**src/rtl/wb_stage_if.sv**
```systemverilog
// wb_stage_if: MEM-to-writeback handshake, load response and register-file write port.
interface wb_stage_if #(
  parameter int DATA_W = 32,
  parameter int REG_ADDR_W = 5
);
  logic inValid;
  logic inReady;
  logic regWrite;
  logic memToReg;
  logic [2:0] funct3;
  logic [REG_ADDR_W-1:0] rdAddr;
  logic [DATA_W-1:0] aluResult;
  logic memRespValid;
  logic [DATA_W-1:0] memRespData;
  logic flush;
  logic writeEnable;
  logic [REG_ADDR_W-1:0] writeAddr;
  logic [DATA_W-1:0] writeDate;
  logic loadMisaligned;
  logic memTimeout;
  modport master (
    output inValid, regWrite, memToReg, funct3, rdAddr, aluResult, memRespValid, memRespData, flush,
    input inReady, writeEnable, writeAddr, writeDate, loadMisaligned, memTimeout
  );
  modport slave (
    input inValid, regWrite, memToReg, funct3, rdAddr, aluResult, memRespValid, memRespData, flush,
    output inReady, writeEnable, writeAddr, writeDate, loadMisaligned, memTimeout
  );
endinterface

```
**src/rtl/wb_stage.sv**
```systemverilog
// wb_stage: writeback stage; commits ALU results next cycle, waits for and aligns load data.
module wb_stage #(
  parameter int DATA_W = 32,
  parameter int REG_ADDR_W = 5,
  parameter int TIMEOUT = 255
) (
  input logic clk,
  input logic rst_n,
  wb_stage_if.slave bus
);
  typedef enum logic {IDLE, WAIT_MEM} state_t;
  state_t state, state_nxt;
  logic [15:0] cnt;
  logic [15:0] cnt_nxt;
  logic [REG_ADDR_W-1:0] cap_rd;
  logic cap_we;
  logic [2:0] cap_f3;
  logic [1:0] cap_off;
  logic accept, mis, timeout;
  logic [7:0] lb;
  logic [15:0] lh;
  logic [DATA_W-1:0] load_data;
  assign accept = bus.inValid && bus.inReady && !bus.flush;
  assign cnt_nxt = cnt + 16'd1;
  assign timeout = cnt_nxt == 16'(TIMEOUT);
  // unsupported funct3 encodings fall through to misaligned
  assign mis = (bus.funct3 == 3'b000 || bus.funct3 == 3'b100) ? 1'b0 :
               (bus.funct3 == 3'b001 || bus.funct3 == 3'b101) ? bus.aluResult[0] :
               (bus.funct3 == 3'b010) ? |bus.aluResult[1:0] : 1'b1;
  assign lb = bus.memRespData[{cap_off, 3'b000} +: 8];
  assign lh = cap_off[1] ? bus.memRespData[31:16] : bus.memRespData[15:0];
  assign load_data = cap_f3 == 3'b000 ? {{(DATA_W-8){lb[7]}}, lb} :
                     cap_f3 == 3'b001 ? {{(DATA_W-16){lh[15]}}, lh} :
                     cap_f3 == 3'b100 ? {{(DATA_W-8){1'b0}}, lb} :
                     cap_f3 == 3'b101 ? {{(DATA_W-16){1'b0}}, lh} : bus.memRespData;
  always_ff @(posedge clk or negedge rst_n)
    if (!rst_n) state <= IDLE;
    else state <= state_nxt;
  always_comb begin
    state_nxt = state;
    if (state == IDLE) state_nxt = (accept && bus.memToReg && !mis) ? WAIT_MEM : IDLE;
    else state_nxt = (bus.flush || bus.memRespValid || timeout) ? IDLE : WAIT_MEM;
  end
  always_comb bus.inReady = state == IDLE;
  always_ff @(posedge clk or negedge rst_n)
    if (!rst_n) begin
      bus.writeEnable <= 1'b0;
      bus.writeAddr <= '0;
      bus.writeDate <= '0;
      bus.loadMisaligned <= 1'b0;
      bus.memTimeout <= 1'b0;
      cnt <= '0;
      cap_rd <= '0;
      cap_we <= 1'b0;
      cap_f3 <= '0;
      cap_off <= '0;
    end else begin
      bus.writeEnable <= 1'b0;
      bus.loadMisaligned <= 1'b0;
      bus.memTimeout <= 1'b0;
      if (state == IDLE && accept) begin
        if (!bus.memToReg) begin
          // address/data only move on a real write so they hold otherwise
          if (bus.regWrite && |bus.rdAddr) begin
            bus.writeEnable <= 1'b1;
            bus.writeAddr <= bus.rdAddr;
            bus.writeDate <= bus.aluResult;
          end
        end else if (mis) bus.loadMisaligned <= 1'b1;
        else begin
          cap_rd <= bus.rdAddr;
          cap_we <= bus.regWrite;
          cap_f3 <= bus.funct3;
          cap_off <= bus.aluResult[1:0];
          cnt <= '0;
        end
      end
      if (state == WAIT_MEM && !bus.flush) begin
        if (bus.memRespValid) begin
          if (cap_we && |cap_rd) begin
            bus.writeEnable <= 1'b1;
            bus.writeAddr <= cap_rd;
            bus.writeDate <= load_data;
          end
        end else if (timeout) bus.memTimeout <= 1'b1;
        else cnt <= cnt_nxt;
      end
    end
endmodule

```
**src/flat_wrapper.sv**
```systemverilog
// flat-port wrapper written by rule: the top's interface ports become plain ports
module wb_stage_flat 
#(
  parameter int DATA_W = 32,
  parameter int REG_ADDR_W = 5,
  parameter int TIMEOUT = 255
)
  (clk, rst_n, bus_inValid, bus_regWrite, bus_memToReg, bus_funct3, bus_rdAddr, bus_aluResult, bus_memRespValid, bus_memRespData, bus_flush, bus_inReady, bus_writeEnable, bus_writeAddr, bus_writeDate, bus_loadMisaligned, bus_memTimeout);
  wb_stage_if #(.DATA_W(DATA_W), .REG_ADDR_W(REG_ADDR_W)) bus_i ();
  input logic clk;
  input logic rst_n;
  input wire logic [$bits(bus_i.inValid)-1:0] bus_inValid;
  input wire logic [$bits(bus_i.regWrite)-1:0] bus_regWrite;
  input wire logic [$bits(bus_i.memToReg)-1:0] bus_memToReg;
  input wire logic [$bits(bus_i.funct3)-1:0] bus_funct3;
  input wire logic [$bits(bus_i.rdAddr)-1:0] bus_rdAddr;
  input wire logic [$bits(bus_i.aluResult)-1:0] bus_aluResult;
  input wire logic [$bits(bus_i.memRespValid)-1:0] bus_memRespValid;
  input wire logic [$bits(bus_i.memRespData)-1:0] bus_memRespData;
  input wire logic [$bits(bus_i.flush)-1:0] bus_flush;
  output wire logic [$bits(bus_i.inReady)-1:0] bus_inReady;
  output wire logic [$bits(bus_i.writeEnable)-1:0] bus_writeEnable;
  output wire logic [$bits(bus_i.writeAddr)-1:0] bus_writeAddr;
  output wire logic [$bits(bus_i.writeDate)-1:0] bus_writeDate;
  output wire logic [$bits(bus_i.loadMisaligned)-1:0] bus_loadMisaligned;
  output wire logic [$bits(bus_i.memTimeout)-1:0] bus_memTimeout;
  assign bus_i.inValid = bus_inValid;
  assign bus_i.regWrite = bus_regWrite;
  assign bus_i.memToReg = bus_memToReg;
  assign bus_i.funct3 = bus_funct3;
  assign bus_i.rdAddr = bus_rdAddr;
  assign bus_i.aluResult = bus_aluResult;
  assign bus_i.memRespValid = bus_memRespValid;
  assign bus_i.memRespData = bus_memRespData;
  assign bus_i.flush = bus_flush;
  assign bus_inReady = bus_i.inReady;
  assign bus_writeEnable = bus_i.writeEnable;
  assign bus_writeAddr = bus_i.writeAddr;
  assign bus_writeDate = bus_i.writeDate;
  assign bus_loadMisaligned = bus_i.loadMisaligned;
  assign bus_memTimeout = bus_i.memTimeout;
  wb_stage #(.DATA_W(DATA_W), .REG_ADDR_W(REG_ADDR_W), .TIMEOUT(TIMEOUT)) u_core (.clk(clk), .rst_n(rst_n), .bus(bus_i));
endmodule
```
**config.mk**
```make
export PLATFORM = sky130hd
export DESIGN_NAME = wb_stage_flat
export DESIGN_NICKNAME = d
export VERILOG_FILES = /design/src/rtl/wb_stage_if.sv /design/src/rtl/wb_stage.sv /design/src/flat_wrapper.sv
export SDC_FILE = /design/constraint.sdc
export NUM_CORES = 1
export LEC_CHECK = 0
export CAP_MARGIN = 20
export CORE_ASPECT_RATIO = 0.9
export CORE_MARGIN = 10
export CORE_UTILIZATION = 44
export CTS_BUF_LIST = sky130_fd_sc_hd__clkbuf_2
export CTS_CLUSTER_SIZE = 10
export DETAILED_ROUTE_END_ITERATION = 8
export MAX_ROUTING_LAYER = met4
export PLACE_DENSITY = 0.8
export SYNTH_ARGS = -nofsm -noshare
export SYNTH_HDL_FRONTEND = slang
export SYNTH_SLANG_ARGS = --single-unit
```
**constraint.sdc**
```tcl
create_clock -name clk -period 2.7 [get_ports clk]
set_clock_uncertainty 0.15 [all_clocks]
set_input_delay 0.405 -clock clk [delete_from_list [all_inputs] [get_ports clk]]
set_output_delay 0.405 -clock clk [all_outputs]
set_load 0.01 [all_outputs]
```
Yosys cells after proc, flatten, opt, wreduce, memory -nomap -nowiden:

Cells that the tools add are included.

* register bits after elaboration: 68
* bits in latches: 0
* RAM bits: 0
* memory bits (read-only): 0
* input bits: 79
* output and inout port bits: 41
* logic and storage cells: 84
* memories: 0

* $add $sub $neg: 1
* $mul: 0
* divide/modulo/power cells: 0
* order comparisons: 0
* eq/ne operators: 8
* shifts and indexed selects: 1
* muxes and demuxes: 41
* bitwise operators: 2
* reductions and logical operators: 20

Operators by type and width (count)
* $mux W32: 10
* $mux W16: 7
* $shiftx A32 B6 Y8: 1
* $mux W5: 6
* $mux W1: 18
* $add A16 B1 Y16 const B: 1
* $eq A16 B8 Y1 const B: 1
* $eq A3 B3 Y1 const B: 4
* $reduce_or A5 Y1: 2
* $logic_and A1 B1 Y1: 8
* $eq A3 B1 Y1 const B: 2
* $logic_not A3 Y1: 2
* $logic_or A1 B1 Y1: 4
* $eq A3 B2 Y1 const B: 1
* $reduce_and A3 Y1: 1
* $logic_not A1 Y1: 2
* $not A1 Y1: 2
* $reduce_or A2 Y1: 1

Longest topological paths before layout:

* word-level depth: 10
* mapped depth: 10
* depth with buffers taken out: 9

Worst setup path before layout:

OpenSTA, ideal clock, no wires.

* path type: register -> register
* start point: register u_core.cnt[1]
* end point: register u_core.cnt[3]
* setup time: 0.126 ns
* arrival: 2.253 ns
* data required time: 2.424 ns
* path slack: 0.171 ns
* stages on the path, launching flop included: 9
* path buffers: 1
* clock period less this slack: 2.529 ns
* cells stage by stage: dfrtp_1 ha_1 nand3_1 or3b_4 mux2i_1 a2111oi_2 a21oi_2 buf_6 a221o_1

* longest elaborated chain between the ends: 5

Ends and longest elaborated chain
* start: declaration: line wb_stage.sv:13 `logic [15:0] cnt;`
* start signal: assignment: line wb_stage.sv:86 `else cnt <= cnt_nxt;`
* $add A16 B1 Y16 (*): line wb_stage.sv:24 `assign cnt_nxt = cnt + 16'd1;`
* $eq A16 B8 Y1: line wb_stage.sv:25 `assign timeout = cnt_nxt == 16'(TIMEOUT);`
* $mux W16 (*): line wb_stage.sv:85 `end else if (timeout) bus.memTimeout <= 1'b1;`
* $mux W16 (*): line wb_stage.sv:79 `if (bus.memRespValid) begin`
* $mux W16 (*): line wb_stage.sv:78 `if (state == WAIT_MEM && !bus.flush) begin`

Every way passes the cells marked *; elsewhere a longest branch is shown, timed or not.
A chain may end at the register's enable or synchronous reset.

Final worst setup path:

* start point: register u_core.cnt[1]
* end point: register u_core.cnt[5]

Same word-level chain as after synthesis.

==> results.tsv <==
stage	metric	value	unit
run_status	status	completed	
clock_network	clkTransAtPathRegs	0.19	ns
yosys	syn_area	3970	µm²
floorplan	dieArea	13200	µm²
route	drtIter0Drc	302	
timing	finalSetupViolations	0	
clock_network	cts_buffers	9	
clock_network	clockBufferDepth	2	
critical_path	timing.critical_path.required	2.96	ns
place	dpl.hpwl	9.60	mm
global_route	grt_pass1_wl	20.1	mm
yosys	postSynthAreaPerCell	8.71	µm²
power	total_power	0.00324	W
floorplan	core_area	8690	µm²
floorplan	die_h	110	µm
min_path	holdCritPathClass	input pin to asynchronous set/reset pin	
timing	finalMaxSlewViolations	0	
place	globalplace.congestion	0.883	
place	dp_slack	0.109	ns
finish	nets	666	
finish	drive_gt1_share	14.1	%
finish	layout_commonest_cell	clkdlybuf4s50_1	
yosys	async_flop_share	100	%
route	vias	3981	
route	drtPass1Iterations	5	
critical_path	endpoint_kind	register	
global_route	antenna_found_initial	1	
yosys	yosysSeqAreaShare	42.9	%
timing	slew_headroom	51.8	%
finish	fill_cells	737	
place	place_area	5410	µm²
finish	stdcell_area	5580	µm²
flow_run	drv_cap	0	
power	p_leak	2.44	nW
clock_network	cts-root-buf	clkbuf_2	
timing	rsz0062_at_grt	false	
floorplan	num_rows	32	
finish	syn2layout_area_growth	40.5	%
timing	fin_setup_tns	0	ns
critical_path	crit_arrival	2.86	ns
floorplan	initial_utilization	45.7	%
finish	final_cell_mix	118 x clkdlybuf4s50_1, 108 x nand2_1, 65 x dfrtp_1	
clock_network	htree_levels	3	
place	portBuffers	119	
timing	fin_ws	0.0934	ns
yosys	synth.distinct_cells	56	
yosys	synth_seq_cells	68	
route	drc	0	
timing	clock.fmax	0.384	GHz
yosys	syn_nets	537	
timing	period_needed	2.61	ns
clock_network	numClockSinks	68	
timing	fin_crit_sh	96.5	%
floorplan	die_x	120	µm
timing	tightest_slew	0.718	ns
global_route	track_usage	19.4	%
power	peakVddDrop	0.000365	V
route	avgViaCountPerCell	5.63	
clock_network	insertion_delay	0.52	ns
power	power_density	581	nW/µm²
yosys	yosysWarnings	0	
yosys	syn_inst	456	
critical_path	critical_path.startpoint_type	register	
yosys	synthFlopType	dfrtp_1	
route	wl_per_cell	18.3	µm
yosys	synth_edf_count	0	
floorplan	io_pins	120	
clock_network	cts_tree	built	
critical_path	path_class	register to register	
global_route	grt_pass1_vias	3809	
global_route	grt-ovfl-total	0	
route	totalWireLength	12.9	mm
route	postRouteAntennaNets	0	
critical_path	critPathMaxFanout	10	
timing	finalHoldViolations	0	
global_route	grt_max_degree	69	
[worst max-delay path, stage by stage (launching register included)]
cell       delay (ns)
dfrtp_1          0.45
ha_4             0.17
nand3_4          0.08
or3b_4           0.43
mux2i_1          0.16
a2111oi_4        0.32
a21oi_2          0.15
buf_12           0.16
and3_1           0.17
a211o_1          0.26
[flip-flops by register name (all words and copies together) (netlist names)]
| name | cells |
|---|---|
| u_core.cap_we | 1 |
| u_core.bus.writeAddr | 5 |
| u_core.bus.writeEnable | 1 |
| u_core.cap_off | 2 |
| u_core.cap_f3 | 3 |
| u_core.cnt | 16 |
| u_core.state | 1 |
| u_core.bus.memTimeout | 1 |
| u_core.cap_rd | 5 |
| u_core.bus.writeDate | 32 |
| u_core.bus.loadMisaligned | 1 |
[area by class of cell]
type                    instances  area [µm²]  area share [%]
multi-input cells             336        2120            37.9
flip-flops and latches         68        1710            30.6
repair buffers                150        1460            26.2
well taps                     119         149            2.67
inverters                      20        77.6            1.39
clock buffers                  10        50.0           0.897
clock inverters                 3        17.5           0.314
diodes                          1        2.50          0.0449
[metrics by stage]
stage / utilization [%] / hold WS (ns) / instances
after floorplan: - / -0.0406 / 456
after global placement: 62.3 / 0.305 / 691
after detailed placement: 62.3 / 0.316 / 691
after CTS: 63.2 / 0.263 / 705
after global routing: 64.2 / 0.248 / 707
final: 64.2 / 0.268 / 707
[report_power, final]
part	internal, W	switching (W)
clock	0.000107	0.000371
combinational	0.000736	0.000600
sequential	0.00124	0.000186
[per-layer routing]
metal	vias up	GRT usage, %	share of wire, %
li1	1893	-	-
met1	1908	25.1	44
met2	161	29.1	46
met3	19	4.88	7.7
met4	0	6.63	2.2
met5	-	-	0
[logic make-up (layout without fill, tap and decap cells)]
family / count (synthesis) / after routing / share of synthesized area, %
adders and majority gates: 2 / 2 / 0.630
muxes: 23 / 23 / 6.18
other: 0 / 1 / 0
and+or+nand+nor: 201 / 201 / 23.2
xor gates and xnor gates: 6 / 6 / 1.32
buffers and inverters: 52 / 183 / 6.02
DFF: 68 / 68 / 42.9
AOI/OAI and AO/OA: 104 / 104 / 19.8
[cells in the mapped netlist, types with 2 or more instances]
master    number  area (µm²)
a211o_1        5        43.8
a21o_1         2        15.0
a21oi_1        6        30.0
a221oi_1       7        61.3
a22o_1         2        17.5
a22oi_1        8        60.1
a31oi_1       12        75.1
a32oi_1       25         219
and3_1        10        62.6
and3_2         2        15.0
buf_1          2        7.51
buf_2          2        10.0
buf_6          5        56.3
clkbuf_1      22        82.6
dfrtp_1       68        1700
ha_1           2        25.0
inv_1         19        71.3
mux2_2        12         135
mux2i_1       11         110
nand2_1      108         405
nand2b_1       4        25.0
nand3_1       11        55.1
nand4_1        2        12.5
nand4b_1       2        17.5
nor2_1        30         113
nor2b_1        3        18.8
nor3_1        12        60.1
nor4_1         2        12.5
o21a_1         2        15.0
o21ai_0       15        75.1
o21ai_2        4        35.0
o22a_1         7        61.3
o31ai_1        2        15.0
or2_2          2        12.5
or3_1          2        12.5
or4_1          2        15.0
xor2_1         5        43.8
[timing repair]
item,4_1_cts,5_1_grt
gates resized for setup,0,13
hold buffers,1,0
setup buffers,0,1
hold endpoints to repair,68,0
endpoints found under the setup margin,0,5
[path summary, 6_finish.rpt]
check,slack (ns),endpoint,start,cells after the start
setup / recovery,0.09,u_core.cnt[5],u_core.cnt[1],9
hold / removal,0.27,u_core.bus.memTimeout,rst_n,3
setup reg to reg,0.09,u_core.cnt[5],u_core.cnt[1],9
hold reg to reg,0.38,u_core.cap_f3[2],u_core.cap_f3[2],1
max in group asynchronous,1.79,u_core.cnt[8],rst_n,3
min in group clk,0.28,u_core.bus.writeDate[26],bus_aluResult[26],3
(Power assumes the default switching activity.)
